==> src/rtl/dmem_arbiter.sv <==
// Round-robin arbiter sharing one data-memory port between the load/store unit (port 0) and
// a debug/DMA engine (port 1); rejects misaligned/illegal accesses and routes read data back.
module dmem_arbiter #(
    parameter int unsigned ADDR_W = 32,
    parameter int unsigned DATA_W = 32
) (
    input  logic              clk,
    input  logic              rst,
    input  logic              m0_req,
    input  logic              m0_we,
    input  logic [2:0]        m0_memop,
    input  logic [ADDR_W-1:0] m0_addr,
    input  logic [DATA_W-1:0] m0_wdata,
    output logic              m0_gnt,
    output logic              m0_rvalid,
    output logic [DATA_W-1:0] m0_rdata,
    output logic              m0_err,
    input  logic              m1_req,
    input  logic              m1_we,
    input  logic [2:0]        m1_memop,
    input  logic [ADDR_W-1:0] m1_addr,
    input  logic [DATA_W-1:0] m1_wdata,
    output logic              m1_gnt,
    output logic              m1_rvalid,
    output logic [DATA_W-1:0] m1_rdata,
    output logic              m1_err,
    output logic [ADDR_W-1:0] mem_addr,
    output logic [DATA_W-1:0] mem_datain,
    output logic [2:0]        mem_memop,
    output logic              mem_we,
    input  logic [DATA_W-1:0] mem_dataout
);

    logic last_q, last_d;
    logic resp_valid_q, resp_port_q, resp_load_q, resp_err_q;
    logic req0, req1, any_gnt, sel_we, legal;
    logic hit0, hit1;

    function automatic logic access_legal(input logic we, input logic [2:0] op,
                                          input logic [1:0] lsb);
        logic ok;
        ok = 1'b0;
        case (op)
            3'b000:  ok = 1'b1;
            3'b001:  ok = ~lsb[0];
            3'b010:  ok = (lsb == 2'b00);
            3'b100:  ok = ~we;
            3'b101:  ok = ~we & ~lsb[0];
            default: ok = 1'b0;
        endcase
        return ok;
    endfunction

    always_comb begin
        // Requests presented while rst is high are ignored outright.
        req0       = m0_req & ~rst;
        req1       = m1_req & ~rst;
        m0_gnt     = req0 & (~req1 | last_q);
        m1_gnt     = req1 & (~req0 | ~last_q);
        any_gnt    = m0_gnt | m1_gnt;
        mem_addr   = '0;
        mem_datain = '0;
        mem_memop  = 3'b000;
        sel_we     = 1'b0;
        if (m0_gnt) begin
            mem_addr   = m0_addr;
            mem_datain = m0_wdata;
            mem_memop  = m0_memop;
            sel_we     = m0_we;
        end else if (m1_gnt) begin
            mem_addr   = m1_addr;
            mem_datain = m1_wdata;
            mem_memop  = m1_memop;
            sel_we     = m1_we;
        end
        legal  = access_legal(sel_we, mem_memop, mem_addr[1:0]);
        mem_we = any_gnt & sel_we & legal;
        last_d = any_gnt ? m1_gnt : last_q;
    end

    always_ff @(posedge clk) begin
        if (rst) begin
            last_q       <= 1'b1;
            resp_valid_q <= 1'b0;
            resp_port_q  <= 1'b0;
            resp_load_q  <= 1'b0;
            resp_err_q   <= 1'b0;
        end else begin
            last_q       <= last_d;
            resp_valid_q <= any_gnt;
            resp_port_q  <= m1_gnt;
            resp_load_q  <= ~sel_we;
            resp_err_q   <= ~legal;
        end
    end

    always_comb begin
        hit0      = resp_valid_q & ~resp_port_q;
        hit1      = resp_valid_q & resp_port_q;
        m0_rvalid = hit0 & resp_load_q;
        m1_rvalid = hit1 & resp_load_q;
        m0_err    = hit0 & resp_err_q;
        m1_err    = hit1 & resp_err_q;
        // Rejected loads still flag rvalid but must not leak memory contents.
        m0_rdata  = (m0_rvalid & ~resp_err_q) ? mem_dataout : '0;
        m1_rdata  = (m1_rvalid & ~resp_err_q) ? mem_dataout : '0;
    end

endmodule

==> config.mk <==
export PLATFORM = sky130hd
export DESIGN_NAME = dmem_arbiter
export DESIGN_NICKNAME = d
export VERILOG_FILES = /design/src/rtl/dmem_arbiter.sv
export SDC_FILE = /design/constraint.sdc
export NUM_CORES = 1
export LEC_CHECK = 0
export CORE_AREA = 2 2 119 121
export CTS_BUF_LIST = sky130_fd_sc_hd__clkbuf_16
export CTS_CLUSTER_SIZE = 20
export DETAILED_ROUTE_END_ITERATION = 7
export DIE_AREA = 0 0 121 123
export PLACE_DENSITY_LB_ADDON = 0.12
export SLEW_MARGIN = 20
export SYNTH_ARGS = -nofsm -noshare
export SYNTH_HDL_FRONTEND = slang
export SYNTH_SLANG_ARGS = --single-unit
==> constraint.sdc <==
create_clock -name clk -period 2.2 [get_ports clk]
set_input_delay 0.44 -clock clk [delete_from_list [all_inputs] [get_ports clk]]
set_output_delay 0.44 -clock clk [all_outputs]
set_load 0.01 [all_outputs]
* Word level (Yosys, flattened, before mapping)
Index checks and enable logic that the tools add are counted.
Widths: inputs -> output; s select.
** Word-level totals
- Input port bits :: 172
- Register bits after elaboration :: 5
- Output and inout bits :: 138
- Logic and storage cells :: 49
** Cells by class
- Reduce and logical (&&, ||, !) cells :: 2
- Mux-type cells :: 11
- Bitwise logic cells :: 27
- Equal/unequal tests :: 4
** Operators with widths (count)
- $mux 32 :: 6
- $and 1x1->1 :: 15
- $not 1->1 :: 9
- $eq 3x3->1 const B :: 2
- $mux 3 :: 2
- $pmux 1 s5 :: 1
- $eq 3x1->1 const B :: 1
- $eq 3x2->1 const B :: 1
- $logic_not 3->1 :: 1
- $or 1x1->1 :: 3
- $logic_not 2->1 :: 1
- $mux 1 :: 2

* Depth between registers and ports, before layout
Gate-level depths: netlist of the first run.
- Depth in word-level cells :: 11
- Depth in mapped cells :: 6
- Mapped depth without buffers :: 4

* Least setup slack after synthesis of the first run
OpenSTA, ideal clock, no wires.
- Kind :: input to output
- From :: in m0_req
- To :: out mem_addr[16]
- Required time :: 1760 ps
- Stages on the path :: 6
- Buffers on the path :: 3
- Slack :: 284 ps
- Data arrival time :: 1476 ps
- Path through :: buf_4 a21boi_4 nor2b_1 buf_4 buf_6 a22o_1
** Between the ends
- Word-level cells in the longest chain between the ends :: 6
- Elaborated cells on any way between the ends :: 7
- Those cells by class :: mux: 2; bitwise: 5
** RTL lines
- start: declaration :: line 9 : input logic m0_req,
- $and 1x1->1 :: line 56 : req0 = m0_req & ~rst;
- $not 1->1 :: line 59 : m1_gnt = req1 & (~req0 | ~last_q);
- $or 1x1->1 :: line 59
- $and 1x1->1 :: line 59
- net m1_gnt :: line 23 : output logic m1_gnt,
- $mux 32 :: line 70 : end else if (m1_gnt) begin
- $mux 32 :: line 65 : if (m0_gnt) begin
- end: declaration :: line 27 : output logic [ADDR_W-1:0] mem_addr,
The timed path passes the listed nets, and every way through them passes these cells.

* Worst setup path in the final report of the first run
- From :: reg last_q
- To :: out mem_we
** Between the ends
- Word-level cells in the longest chain between the ends :: 9
- Elaborated cells on any way between the ends :: 24
- Those cells by class :: eq/ne: 4; mux: 7; bitwise: 11; reduce/logical: 2
** RTL lines
- start: declaration :: line 34 : logic last_q, last_d;
- start signal: assignment :: line 89 : last_q <= last_d;
- $not 1->1 :: line 59
- $or 1x1->1 :: line 59
- $and 1x1->1 :: line 59
- $mux 1 or $mux 32 (tied branches) :: line 70
- $mux 1 or $mux 32 (tied branches) :: line 65
- $not 1->1, on equally long branches :: line 47, 48, 45
- $and 1x1->1 :: line 48 : 3'b101: ok = ~we & ~lsb[0];
- $pmux 1 s5 :: line 43 : case (op)
- $and 1x1->1 * :: line 77 : mem_we = any_gnt & sel_we & legal;
- end: declaration :: line 30 : output logic mem_we,
Every way passes the cells marked *; elsewhere a longest branch is shown, timed or not.

==> results of run 1 <==
==> how the worst min path moves through the flow <==
stage	from	endpoint	slack, ns	cells past startpoint
final	last_q	last_q	0.52	2
after global routing	last_q	last_q	0.56	2
after CTS	last_q	last_q	0.52	2
after detailed placement	last_q	last_q	0.57	2
after global placement	last_q	last_q	0.57	2
after floorplan	last_q	last_q	0.52	2
==> worst min-delay path, cell delays in order (launching register included) <==
cell,delay (ns)
dfxtp_4,0.37
a21oi_1,0.07
nand2_1,0.05
==> cell type report <==
cell class	count	area, sq um	share of cell area
Inverter	3	11.3	0.00209
Clock inverter	1	3.75	0.000697
Clock buffer	3	75.1	0.0139
Tap cell	180	225	0.0418
Sequential cell	5	108	0.0200
Multi-Input combinational cell	163	1340	0.248
Timing Repair Buffer	359	3630	0.673
==> cell families after synthesis <==
kind of cell           share of synthesized area
AND/OR/NAND/NOR                            0.369
AO/OA/AOI/OAI                              0.457
buffers and inverters                      0.108
flip-flops                                0.0667
==> Yosys cell counts (all sizes together) <==
cell type  number
and2           64
a22o           62
buf            15
a32oi           7
clkbuf          7
nor2b           7
dfxtp           5
nor2            4
inv             3
and3            2
and3b           2
nand2           2
or2             2
a2111oi         1
a211oi          1
a21boi          1
a21oi           1
and4b           1
and4bb          1
nand2b          1
o21ai           1
o32a            1
o32ai           1
==> metal layers <==
layer,GRT usage,up-vias,routed length [um]
li1,-,1416,-
met1,0.133,1339,3800
met2,0.291,188,6730
met3,0.0687,6,1680
met4,0.0174,0,70
met5,0,-,0
==> sequential cells by signal, indices dropped and copies added, names as in the netlist <==
signal and cells:
resp_valid_q 1, resp_port_q 1, last_q 1, resp_err_q 1, resp_load_q 1
==> power by group through the flow <==
stage | sequential, mW | combinational, mW | clock (mW)
after floorplan | 0.105 | 0.257 | 0
final | 0.108 | 0.883 | 0.291
after detailed placement | 0.108 | 0.859 | 0
after global routing | 0.110 | 0.945 | 0.305
after global placement | 0.107 | 0.856 | 0
after CTS | 0.107 | 0.894 | 0.296
==> stage by stage <==
stage,setup slack (ns),area [sq um],total power [mW],setup TNS (ns)
after floorplan,0.284,1500,0.362,0
after global placement,-0.803,4870,0.964,-48.30
after detailed placement,-0.802,4870,0.967,-48.77
after CTS,-0.0628,5210,1.30,-0.0628
after global routing,-0.0602,5390,1.36,-0.0653
final,0.00828,5390,1.28,0
==> repair_timing <==
action / in CTS / in global routing
buffers inserted: 23 / 4
pin swaps: 12 / 13
resized for setup: 204 / 114
gates cloned: 5 / 3
setup endpoints to repair: 72 / 118
==> out/results.ini, run 1 <==
[cells_and_area]
diodes = 0
layout.cells.non_filler = 714
syn_to_final_growth_pct = 259
post-route-util = 0.396
layout_common_cells = clkdlybuf4s50_1, and2_1, dlymetal6s2s_1
fin_nets = 707
final_common_cell = clkdlybuf4s50_1
drive_above_1_share = 0.251
fillCellCount = 1396

[worst_setup_path]
critPathTopFamily = compound AO/OA/AOI/OAI gates
cp.required_ns = 1.76
r2r-start = last_q
crit_path_max_incr_delay_ns = 0.35
path_max_fanout = 5
slowest_stage = dfxtp_4
end_kind = primary output
cp.depth = 7
crit_chain = nand2b_4 > buf_6 > a32oi_2 > buf_4 > o21ai_2 > a2111oi_4 > buf_2
reg2reg_depth = 7
start_kind = flop
r2r_setup_slack_ns = 0.56
path_class = flop to primary output
reg2reg_to = resp_err_q
path_buf_inv = 3
crit_start = last_q
endpoint = mem_we
crit_arrival_ns = 1.75

[yosys]
yosysUniqueCellTypes = 28
syn_nets = 364
yosysWarningCount = 0
syn_area_per_cell_sq_um = 7.81
ys_ff_latch = 5
ys_seq_area_frac = 0.0667
synth_area_leaders = a22o_1, and2_1, dfxtp_1, buf_6, a32oi_1
yosysTopAreaCellShare = 0.362
synthCells = 192
synth_top_area_cell = a22o_1
synthesis.area_sq_um = 1500

[clock_network]
clk_pin_slew_worst_paths_ns = 0.03
cts_sinks = 5
numCtsBuffers = 3
cts_tree = yes
cts_buffer_depth = 2
ctsHoldBuffers = 0
root_buffer = clkbuf_16
clock_latency_ns = 0.23
h-tree-depth = 1

[route]
routed_wl_um = 12300
vias = 2949
wire_per_inst_um = 17.2
drtPass1Iterations = 4
antenna_left = 0
avgViaCountPerCell = 4.13
route.detailed.drc = 0
first_iter_violations = 48

[global_route]
antenna_found_initial = 0
overflow = 0
grt_pass1_wl_um = 16400
grt_max_degree = 33
gr-usage-all-layers = 0.144
grt_pass1_vias = 2955

[place]
hpwl_um = 9640
dpl.cell_count = 679
io_buffers = 309
gp_congestion = 0.867

[sta]
fmax_ghz = 0.456
slew_viol_final = 0
finalHoldViolCount = 0
fin_crit_sh = 0.996
finalSetupViolations = 0
rsz0062_at_grt = yes
holdWs_ns = 0.519
tightest_slew_ns = 0.299
max-slew-margin-rel = 0.801
finClkSkew_ns = 0.00129
fin_crit_ns = 2.19

[power]
p_leak_nw = 3.44
seq_power_share = 0.084
powerDensity_nw_per_um2 = 238
p_switching_mw = 0.375
p_comb_frac = 0.689
p_int_mw = 0.907
pwr-share-clk = 0.227
max-vdd-ir-drop_v = 0.000181
sw_frac_of_total = 0.293

[die]
top_level_ports = 310
die_h_um = 123
start_util = 0.110
core_sq_um = 13600
dieWidth_um = 121
die-area_sq_um = 14900
rows = 43

[flow_run]
cap_violations = 0

[hold_path]
holdCritPathClass = flop to flop

[status]
outcome = finished clean

Power figures use the tool's default switching activity.
==> inputs of run 2 (changes only) <==
CTS_CLUSTER_SIZE = 25   (was 20)
==> results of run 2 <==
No change in the layout: final DEF, timing and power equal those of run 1.
